**src/rtl/lsu_wb_master_pkg.sv**
```systemverilog
// Shared definitions for the LSU data-memory bus master: FSM state
// encoding, LSU funct3 constants and a small address helper.
package lsu_wb_master_pkg;

    // 2-bit FSM state encoding shared with the load/store formatter
    typedef enum logic [1:0] {
        ST_IDLE = 2'd0,
        ST_BUS  = 2'd1,
        ST_RESP = 2'd2
    } lsu_state_e;

    // LSU funct3 encodings (loads and stores share the low codes)
    localparam logic [2:0] F3_LB  = 3'b000;
    localparam logic [2:0] F3_LH  = 3'b001;
    localparam logic [2:0] F3_LW  = 3'b010;
    localparam logic [2:0] F3_LBU = 3'b100;
    localparam logic [2:0] F3_LHU = 3'b101;
    localparam logic [2:0] F3_SB  = 3'b000;
    localparam logic [2:0] F3_SH  = 3'b001;
    localparam logic [2:0] F3_SW  = 3'b010;

    // Byte address to the word address driven on the bus
    function automatic logic [31:0] word_align(input logic [31:0] addr);
        return {addr[31:2], 2'b00};
    endfunction

endpackage

```
**src/rtl/lsu_wb_master_if.sv**
```systemverilog
// Classic Wishbone B4 single-transfer signal bundle between the LSU bus
// master and the data-memory slave.
interface lsu_wb_master_if;
    logic        wbm_cyc_o;
    logic        wbm_stb_o;
    logic        wbm_we_o;
    logic [31:0] wbm_adr_o;
    logic [31:0] wbm_dat_o;
    logic [3:0]  wbm_sel_o;
    logic [31:0] wbm_dat_i;
    logic        wbm_ack_i;
    logic        wbm_err_i;

    modport master (
        output wbm_cyc_o, wbm_stb_o, wbm_we_o, wbm_adr_o, wbm_dat_o, wbm_sel_o,
        input  wbm_dat_i, wbm_ack_i, wbm_err_i
    );

    modport slave (
        input  wbm_cyc_o, wbm_stb_o, wbm_we_o, wbm_adr_o, wbm_dat_o, wbm_sel_o,
        output wbm_dat_i, wbm_ack_i, wbm_err_i
    );
endinterface

```
**src/rtl/lsu_wb_master_timeout_cnt.sv**
```systemverilog
// Bus-wait watchdog: counts cycles spent waiting for ack/err and flags
// when the last permitted cycle is reached. Saturates instead of wrapping.
// TIMEOUT_CYCLES must be >= 2 and fit in TIMEOUT_W bits.
module wb_timeout_cnt #(
    parameter int unsigned TIMEOUT_CYCLES = 255,
    parameter int unsigned TIMEOUT_W      = 8
) (
    input  logic clk_i,
    input  logic rst_ni,
    input  logic clear_i,
    input  logic en_i,
    output logic expired_o
);
    localparam logic [TIMEOUT_W-1:0] LAST = TIMEOUT_W'(TIMEOUT_CYCLES - 1);

    logic [TIMEOUT_W-1:0] cnt_q;
    logic [TIMEOUT_W-1:0] cnt_d;

    // Next count: clear on bus entry, otherwise step while waiting, hold at the limit
    always_comb begin
        cnt_d = cnt_q;
        if (clear_i) begin
            cnt_d = '0;
        end else if (en_i && (cnt_q != LAST)) begin
            cnt_d = cnt_q + 1'b1;
        end
    end

    // Counter register
    always_ff @(posedge clk_i or negedge rst_ni) begin
        if (!rst_ni) begin
            cnt_q <= '0;
        end else begin
            cnt_q <= cnt_d;
        end
    end

    assign expired_o = (cnt_q == LAST);

endmodule

```
**src/rtl/lsu_wb_master.sv**
```systemverilog
// LSU data-memory bus master: turns one formatted LSU request into a single
// Wishbone B4 classic transfer and returns raw read data plus a completion
// pulse. Misaligned requests complete without touching the bus.
module lsu_wb_master
    import lsu_wb_master_pkg::*;
#(
    parameter int unsigned TIMEOUT_CYCLES = 255,
    parameter int unsigned TIMEOUT_W      = 8
) (
    input  logic                  clk_i,
    input  logic                  rst_ni,
    input  logic                  req_valid_i,
    input  logic                  req_we_i,
    input  logic [31:0]           req_addr_i,
    input  logic [31:0]           req_wdata_i,
    input  logic [3:0]            req_sel_i,
    input  logic                  req_mis_i,
    output logic                  rsp_valid_o,
    output logic [31:0]           rsp_rdata_o,
    output logic                  rsp_err_o,
    output logic                  busy_o,
    lsu_wb_master_if.master       wb
);
    lsu_state_e  state_q;
    logic        cyc_q;
    logic        we_q;
    logic [31:0] adr_q;
    logic [31:0] dat_q;
    logic [3:0]  sel_q;
    logic        rsp_valid_q;
    logic        rsp_err_q;
    logic [31:0] rdata_q;

    logic        bus_start;
    logic        tmo_expired;
    logic        unused_addr_lsb;

    // Byte offset is dropped on the bus; the load formatter handles it
    assign unused_addr_lsb = ^req_addr_i[1:0];

    assign bus_start = (state_q == ST_IDLE) && req_valid_i && !req_mis_i;

    wb_timeout_cnt #(
        .TIMEOUT_CYCLES (TIMEOUT_CYCLES),
        .TIMEOUT_W      (TIMEOUT_W)
    ) u_timeout (
        .clk_i     (clk_i),
        .rst_ni    (rst_ni),
        .clear_i   (bus_start),
        .en_i      (state_q == ST_BUS),
        .expired_o (tmo_expired)
    );

    // Transfer FSM with registered bus and response outputs
    always_ff @(posedge clk_i or negedge rst_ni) begin
        if (!rst_ni) begin
            state_q     <= ST_IDLE;
            cyc_q       <= 1'b0;
            we_q        <= 1'b0;
            adr_q       <= '0;
            dat_q       <= '0;
            sel_q       <= '0;
            rsp_valid_q <= 1'b0;
            rsp_err_q   <= 1'b0;
            rdata_q     <= '0;
        end else begin
            rsp_valid_q <= 1'b0;
            case (state_q)
                ST_IDLE: begin
                    if (req_valid_i && req_mis_i) begin
                        // Misaligned: complete immediately, no bus cycle
                        state_q     <= ST_RESP;
                        rsp_valid_q <= 1'b1;
                        rsp_err_q   <= 1'b0;
                        rdata_q     <= '0;
                    end else if (req_valid_i) begin
                        state_q <= ST_BUS;
                        cyc_q   <= 1'b1;
                        we_q    <= req_we_i;
                        adr_q   <= word_align(req_addr_i);
                        dat_q   <= req_we_i ? req_wdata_i : 32'h0;
                        sel_q   <= req_we_i ? req_sel_i : 4'b1111;
                    end
                end
                ST_BUS: begin
                    if (wb.wbm_err_i) begin
                        // Error wins over a simultaneous ack
                        state_q     <= ST_RESP;
                        cyc_q       <= 1'b0;
                        rsp_valid_q <= 1'b1;
                        rsp_err_q   <= 1'b1;
                    end else if (wb.wbm_ack_i) begin
                        state_q     <= ST_RESP;
                        cyc_q       <= 1'b0;
                        rsp_valid_q <= 1'b1;
                        rsp_err_q   <= 1'b0;
                        if (!we_q) begin
                            rdata_q <= wb.wbm_dat_i;
                        end
                    end else if (tmo_expired) begin
                        // Silent slave: give up and report a fault
                        state_q     <= ST_RESP;
                        cyc_q       <= 1'b0;
                        rsp_valid_q <= 1'b1;
                        rsp_err_q   <= 1'b1;
                    end
                end
                ST_RESP: begin
                    // Requester still holds the finished op; ignore it here
                    state_q   <= ST_IDLE;
                    rsp_err_q <= 1'b0;
                end
                default: begin
                    state_q <= ST_IDLE;
                    cyc_q   <= 1'b0;
                end
            endcase
        end
    end

    assign busy_o = (state_q == ST_BUS) || ((state_q == ST_IDLE) && req_valid_i);

    assign rsp_valid_o = rsp_valid_q;
    assign rsp_err_o   = rsp_err_q;
    assign rsp_rdata_o = rdata_q;

    assign wb.wbm_cyc_o = cyc_q;
    assign wb.wbm_stb_o = cyc_q;
    assign wb.wbm_we_o  = we_q;
    assign wb.wbm_adr_o = adr_q;
    assign wb.wbm_dat_o = dat_q;
    assign wb.wbm_sel_o = sel_q;

endmodule

```
**src/flat_wrapper.sv**
```systemverilog
// flat-port wrapper written by rule: the top's interface ports become plain ports
module lsu_wb_master_flat import lsu_wb_master_pkg::*;
#(
    parameter int unsigned TIMEOUT_CYCLES = 255,
    parameter int unsigned TIMEOUT_W      = 8
)
  (clk_i, rst_ni, req_valid_i, req_we_i, req_addr_i, req_wdata_i, req_sel_i, req_mis_i, rsp_valid_o, rsp_rdata_o, rsp_err_o, busy_o, wb_wbm_cyc_o, wb_wbm_stb_o, wb_wbm_we_o, wb_wbm_adr_o, wb_wbm_dat_o, wb_wbm_sel_o, wb_wbm_dat_i, wb_wbm_ack_i, wb_wbm_err_i);
  lsu_wb_master_if wb_i ();
  input  logic clk_i;
  input  logic rst_ni;
  input  logic req_valid_i;
  input  logic req_we_i;
  input  logic [31:0] req_addr_i;
  input  logic [31:0] req_wdata_i;
  input  logic [3:0] req_sel_i;
  input  logic req_mis_i;
  output logic rsp_valid_o;
  output logic [31:0] rsp_rdata_o;
  output logic rsp_err_o;
  output logic busy_o;
  output wire logic [$bits(wb_i.wbm_cyc_o)-1:0] wb_wbm_cyc_o;
  output wire logic [$bits(wb_i.wbm_stb_o)-1:0] wb_wbm_stb_o;
  output wire logic [$bits(wb_i.wbm_we_o)-1:0] wb_wbm_we_o;
  output wire logic [$bits(wb_i.wbm_adr_o)-1:0] wb_wbm_adr_o;
  output wire logic [$bits(wb_i.wbm_dat_o)-1:0] wb_wbm_dat_o;
  output wire logic [$bits(wb_i.wbm_sel_o)-1:0] wb_wbm_sel_o;
  input wire logic [$bits(wb_i.wbm_dat_i)-1:0] wb_wbm_dat_i;
  input wire logic [$bits(wb_i.wbm_ack_i)-1:0] wb_wbm_ack_i;
  input wire logic [$bits(wb_i.wbm_err_i)-1:0] wb_wbm_err_i;
  assign wb_wbm_cyc_o = wb_i.wbm_cyc_o;
  assign wb_wbm_stb_o = wb_i.wbm_stb_o;
  assign wb_wbm_we_o = wb_i.wbm_we_o;
  assign wb_wbm_adr_o = wb_i.wbm_adr_o;
  assign wb_wbm_dat_o = wb_i.wbm_dat_o;
  assign wb_wbm_sel_o = wb_i.wbm_sel_o;
  assign wb_i.wbm_dat_i = wb_wbm_dat_i;
  assign wb_i.wbm_ack_i = wb_wbm_ack_i;
  assign wb_i.wbm_err_i = wb_wbm_err_i;
  lsu_wb_master #(.TIMEOUT_CYCLES(TIMEOUT_CYCLES), .TIMEOUT_W(TIMEOUT_W)) u_core (.clk_i(clk_i), .rst_ni(rst_ni), .req_valid_i(req_valid_i), .req_we_i(req_we_i), .req_addr_i(req_addr_i), .req_wdata_i(req_wdata_i), .req_sel_i(req_sel_i), .req_mis_i(req_mis_i), .rsp_valid_o(rsp_valid_o), .rsp_rdata_o(rsp_rdata_o), .rsp_err_o(rsp_err_o), .busy_o(busy_o), .wb(wb_i));
endmodule
```
**config.mk**
```make
export PLATFORM = sky130hd
export DESIGN_NAME = lsu_wb_master_flat
export DESIGN_NICKNAME = d
export VERILOG_FILES = /design/src/rtl/lsu_wb_master_pkg.sv /design/src/rtl/lsu_wb_master_if.sv /design/src/rtl/lsu_wb_master_timeout_cnt.sv /design/src/rtl/lsu_wb_master.sv /design/src/flat_wrapper.sv
export SDC_FILE = /design/constraint.sdc
export NUM_CORES = 1
export LEC_CHECK = 0
export CORE_MARGIN = 2
export CORE_UTILIZATION = 38
export DETAILED_ROUTE_END_ITERATION = 8
export HOLD_SLACK_MARGIN = 0.15
export PLACE_DENSITY = 0.89
export SLEW_MARGIN = 20
export SYNTH_ARGS = -nofsm -noshare
export SYNTH_HDL_FRONTEND = slang
export SYNTH_SLANG_ARGS = --single-unit
```
**constraint.sdc**
```tcl
create_clock -name clk_i -period 1.75 [get_ports clk_i]
set_clock_uncertainty 0.2 [all_clocks]
set_input_delay 0.175 -clock clk_i [delete_from_list [all_inputs] [get_ports clk_i]]
set_output_delay 0.175 -clock clk_i [all_outputs]
set_load 0.01 [all_outputs]
```
* After elaboration in Yosys (flattened, before gate mapping)
Cells that the tools add are included.
Word-level totals: register bits 112, logic and storage cells 71, bits in writable memories 0, bits in latches 0, input bits 107, memory bits (read-only) 0, output and inout bits 106, memories kept 0
Cells by class: bitwise operators 2, add/sub/neg operators 1, $lt $le $gt $ge 0, equality and inequality tests 12, reduce and logical (&&, ||, !) cells 15, mux-type cells 31, div/mod/pow operators 0, shift-type cells 0, $mul 0
Operators by type and width (count):
- 2-to-1 mux 32 bit | 5
- one-hot mux 32 bit (2 select lines) | 1
- 2-to-1 mux 8 bit | 2
- 2-to-1 mux 1 bit | 13
- inequality test 2 bit (second input constant) | 6
- 2-to-1 mux 2 bit | 5
- adder 8 x 1 -> 8 bit (second input constant) | 1
- == test 8 bit (second input constant) | 1
- inequality test 8 bit (second input constant) | 1
- one-hot mux 1 bit (3 select lines) | 2
- AND reduction 3 bit | 2
- AND reduction 5 bit | 1
- logical AND 1 bit | 4
- 2-to-1 mux 4 bit | 1
- inequality test 4 x 3 -> 1 bit (second input constant) | 1
- one-hot mux 2 bit (2 select lines) | 1
- AND reduction 4 bit | 1
- nonzero test 2 bit | 2
- inequality test 3 bit (second input constant) | 1
- nonzero test 3 bit | 1
- == test 2 x 1 -> 1 bit (second input constant) | 1
- == test 2 bit (second input constant) | 1
- logical NOT 2 bit | 1
- inverter 1 bit | 2
- other kinds (4) | 4

* Logic depth before layout (Yosys ltp)
word-level depth 5, mapped depth 7, mapped depth without buffers 5

* Hierarchy
Synthesis repeated with hierarchy kept, for this count alone.
Second synthesis, totals: cell total of the unflattened synthesis 507, area, all modules 4833.4 um^2
By module, submodules not included:
- lsu_wb_master | times used 1, cells each 454, seq. area each 2602.5 um^2, area each 4337.9 um^2
- wb_timeout_cnt | times used 1, cells each 53, seq. area each 200.2 um^2, area each 495.5 um^2

* Worst setup path after synthesis
OpenSTA, ideal clock, no wires.
kind reg-to-reg, start point register u_core.u_timeout.cnt_q[0], end point register u_core.cyc_q, in the netlist u_core.wb.wbm_cyc_o, cell stages (with the launch flop) 7, buffers on the path 1, slack -0.054 ns, period minus slack after synthesis 1.804 ns, arrival time 1.503 ns, data required time 1.449 ns, library setup time 0.101 ns, cells stage by stage dfrtp_1 > inv_1 > ha_1 > and3_1 > clkbuf_1 > a311o_1 > o32ai_1
On the way: longest elaborated chain between the ends 3
Ends and longest elaborated chain:
- from (decl) | line lsu_wb_master_timeout_cnt.sv:16 | logic [TIMEOUT_W-1:0] cnt_q;
- from (signal assigned) | line lsu_wb_master_timeout_cnt.sv:34 | cnt_q <= cnt_d;
- == test 8 bit | line lsu_wb_master_timeout_cnt.sv:38 | assign expired_o = (cnt_q == LAST);
- inequality test 4 x 3 -> 1 bit (no source line)
- AND reduction 4 bit (no source line)
- to (signal assigned) | line lsu_wb_master.sv:58 | cyc_q <= 1'b0;
- to (signal assigned) | line lsu_wb_master.sv:78 | cyc_q <= 1'b1;
- to (signal assigned) | line lsu_wb_master.sv:89 | cyc_q <= 1'b0;
- to (decl) | line lsu_wb_master.sv:25 | logic cyc_q;
Every way passes these cells. A chain may end at the register's enable or synchronous reset.

* Worst setup path after layout
start point register u_core.state_q[0], end point register u_core.dat_q[0], in the netlist u_core.wb.wbm_dat_o[0]
On the way: longest elaborated chain between the ends 2
Ends and longest elaborated chain:
- from (decl) | line lsu_wb_master.sv:24 | lsu_state_e state_q;
- from (signal assigned) | line lsu_wb_master.sv:57 | state_q <= ST_IDLE;
- from (signal assigned) | line lsu_wb_master.sv:72 | state_q <= ST_RESP;
- from (signal assigned) | line lsu_wb_master.sv:77 | state_q <= ST_BUS;
- logical NOT 2 bit | line lsu_wb_master.sv:68 | case (state_q)
- AND reduction 3 bit (no source line)
- to (signal assigned) | line lsu_wb_master.sv:81 | dat_q <= req_we_i ? req_wdata_i : 32'h0;
- to (decl) | line lsu_wb_master.sv:28 | logic [31:0] dat_q;
Every way passes these cells.

==> results.py <==
metrics = {
    "cts": {
        "cts_buffers": 9,
        "ctsLongestPathBuffers": 2,
        "h-tree-depth": 3,
        "root_buffer": "clkbuf_16",
        "clk_pin_slew_worst_paths_ns": 0.07,
        "insertion_delay_ns": 0.35,
        "cts_tree": "yes",
        "clock_sinks": 112,
    },
    "flow_run": {
        "drv_cap": 0,
    },
    "yosys": {
        "syn_inst": 505,
        "syn_area_mm2": 0.004787,
        "synth_area_leader_cell": "dfrtp_1",
        "synth_area_leaders": "dfrtp_1 59%, nand2_1 15%, mux2i_1 7.1%, nand3_1 3.7%, inv_1 3.0%",
        "yosysUniqueCellTypes": 41,
        "ys_seq_area_share_pct": 58.55,
        "synth_top_area_share_pct": 58.55,
        "ys_ff_latch": 112,
        "yosysWarnings": 0,
        "avgSynthCellArea_um2": 9.479,
    },
    "timing": {
        "rsz0062_at_grt": "yes",
        "maxClockFrequency_mhz": 570.2,
        "setup_slack_ns": -0.003765,
        "finalCriticalPeriod_ns": 1.754,
        "period_share_pct": 100.2,
        "setup_viol": 6,
        "finalHoldViolCount": 0,
        "report.final.slew_viol_count": 0,
    },
    "floorplan": {
        "rows": 41,
        "die_w_um": 116.2,
        "chipHeight_um": 116.2,
        "die-area_mm2": 0.01351,
        "boundaryPins": 213,
        "coreArea_mm2": 0.01247,
        "start_util_pct": 38.40,
    },
    "layout": {
        "num-fill-cells": 964,
        "fin_util_pct": 63.13,
        "areaGrowthSynthToFinish_pct": 64.40,
        "nets": 851,
        "layout-drive-gt1-share_pct": 8.434,
        "antenna_cells": 0,
        "final_common_cell": "clkdlybuf4s50_1",
        "layout_common_cells": "206 x clkdlybuf4s50_1, 195 x nand2_1, 110 x dfrtp_1",
    },
    "power": {
        "leakagePower_nw": 3.609,
        "clkPwrFrac_pct": 26.8,
        "p_seq_share_pct": 41.6,
        "combPwrFrac_pct": 31.7,
        "powerDensity_mw_per_mm2": 1038,
        "p_sw_share_pct": 28.64,
        "p_int_mw": 5.828,
        "peakVddDrop_v": 0.0004477,
        "switchingPower_mw": 2.340,
    },
    "setup_path": {
        "critical_path_arrival_ns": 1.79,
        "crit_type": "reg -> reg",
        "required_ns": 1.79,
        "r2r_cells": 4,
        "worst_setup_path_start_kind": "flip-flop",
        "cp-end-kind": "flip-flop",
        "critPathMaxFanout": 33,
    },
    "status": {
        "violations": "setup timing",
        "outcome": "complete, but fails checks",
    },
    "hold_path": {
        "hold_class": "in -> reg",
        "whs_path_depth": 3,
    },
    "detailed_routing": {
        "drtAntennaViolNets": 0,
        "drt-pass1-iter-count": 4,
        "drt_iter0_drc": 404,
        "dr_total_vias": 4369,
        "via_per_inst": 4.754,
        "routed_wl_um": 13920,
        "wl_per_cell_um": 15.15,
        "drc": 0,
    },
    "place": {
        "gp_congestion": 0.7967,
        "dp_hpwl_um": 9333,
        "place_ws_ns": -0.3656,
        "io_buffers": 208,
    },
    "global_routing": {
        "gr-total-overflow": 0,
        "antenna_found_initial": 0,
        "grt_max_degree": 67,
        "grt_pass1_vias": 4062,
        "grt_use_total_pct": 19.29,
        "grt_pass1_wl_um": 20310,
    },
}
## cell type report
cell class	instances	area, µm²	area share [%]
Clock inverter	5	81.33	1.033
Timing Repair Buffer	260	2696	34.26
Tap cell	172	215.2	2.734
Multi-Input combinational cell	321	1697	21.56
Sequential cell	112	2805	35.64
Inverter	38	142.6	1.812
Clock buffer	11	232.7	2.957
## sequential cells by signal, indices dropped and copies added, names as in the netlist
register and flops:
u_core.rsp_rdata_o 32, u_core.wb.wbm_dat_o 32, u_core.wb.wbm_adr_o 30, u_core.u_timeout.cnt_q 8, u_core.wb.wbm_sel_o 4, u_core.state_q 2
u_core.rsp_err_o 1, u_core.rsp_valid_o 1, u_core.wb.wbm_cyc_o 1, u_core.wb.wbm_we_o 1
## routing by layer
| layer | routed length [µm] | track usage [%] |
|---|---|---|
| met1 | 5669 | 24.56 |
| met3 | 848 | 4.048 |
| met2 | 7043 | 31.98 |
| met5 | 0 | 0 |
| met4 | 363 | 8.254 |
## cell usage after synthesis
library cell / number
conb_1: 1
a21oi_2: 1
nand3b_1: 1
a211oi_1: 3
a41oi_1: 2
o31ai_1: 1
a31oi_1: 5
nand2_1: 195
and4b_1: 1
nand2b_1: 2
o21bai_1: 1
nand3_1: 35
mux2i_1: 34
nor3_1: 3
a311o_1: 1
clkbuf_1: 10
o311a_1: 1
nor4b_1: 1
a31o_2: 1
inv_1: 38
o21ai_1: 1
nand4b_1: 2
buf_1: 3
o32ai_1: 1
o221ai_1: 1
o211a_1: 1
nor2b_1: 1
a311oi_1: 2
nand4bb_1: 1
o2111ai_1: 1
nor2_1: 8
buf_4: 6
buf_2: 12
ha_1: 2
o311ai_1: 1
or4b_4: 1
buf_6: 4
and3_1: 2
dfrtp_1: 112
o21ai_0: 1
a21oi_1: 5
## logic make-up after synthesis
family                     share of synthesized area [%]
adders and majority gates                         0.5227
DFF                                                58.55
AOI/OAI and AO/OA                                  4.626
muxes                                              7.109
buffers and inverters                              7.135
and+or+nand+nor                                    21.98
other                                            0.07834
## worst paths after layout
kind	from	to	slack, ns
setup / recovery	u_core.state_q[0]	u_core.wb.wbm_dat_o[0]	-0.004
max in group asynchronous	rst_ni	u_core.wb.wbm_adr_o[26]	0.13
hold reg to reg	u_core.wb.wbm_dat_o[2]	u_core.wb.wbm_dat_o[2]	0.26
hold / removal	req_addr_i[17]	u_core.wb.wbm_adr_o[17]	0.17
min in group asynchronous	rst_ni	u_core.rsp_rdata_o[15]	0.64
setup reg to reg	u_core.state_q[0]	u_core.wb.wbm_dat_o[0]	-0.004
## through the flow
step | setup TNS, ns | hold WS [ns] | std cells | power (mW) | cell area (µm²)
floorplan | -0.03631 | -0.3206 | 506 | 4.330 | 4792
global placement | -21.07 | -0.07714 | 879 | 5.824 | 7223
detailed placement | -24.16 | -0.07040 | 879 | 5.907 | 7223
CTS | -0.008620 | 0.1524 | 909 | 8.141 | 7690
global route | -2.547 | 0.1704 | 919 | 8.588 | 7870
finish | -0.01310 | 0.1673 | 919 | 8.168 | 7870
## power by group through the flow
stage	clock, mW	sequential (mW)	combinational [mW]
2_1_floorplan	0	3.64	0.693
3_3_place_gp	0	3.41	2.41
3_5_place_dp	0	3.44	2.47
4_1_cts	2.24	3.39	2.51
5_1_grt	2.34	3.45	2.80
6_report	2.19	3.40	2.59
## what timing repair did
action | CTS | global route
endpoints found under the setup margin | 63 | 82
setup buffers | 0 | 6
hold endpoints to repair | 124 | 0
cloned | 0 | 4
hold buffers | 14 | 0
resized for setup | 4 | 8
pin swaps | 0 | 2
## worst max-delay path, stage by stage, from the launching register on
cell	delay, ns
dfrtp_2	0.47
or4b_4	0.57
clkbuf_16	0.24
nand2_1	0.09
nand2_1	0.05
(Power assumes the default switching activity.)
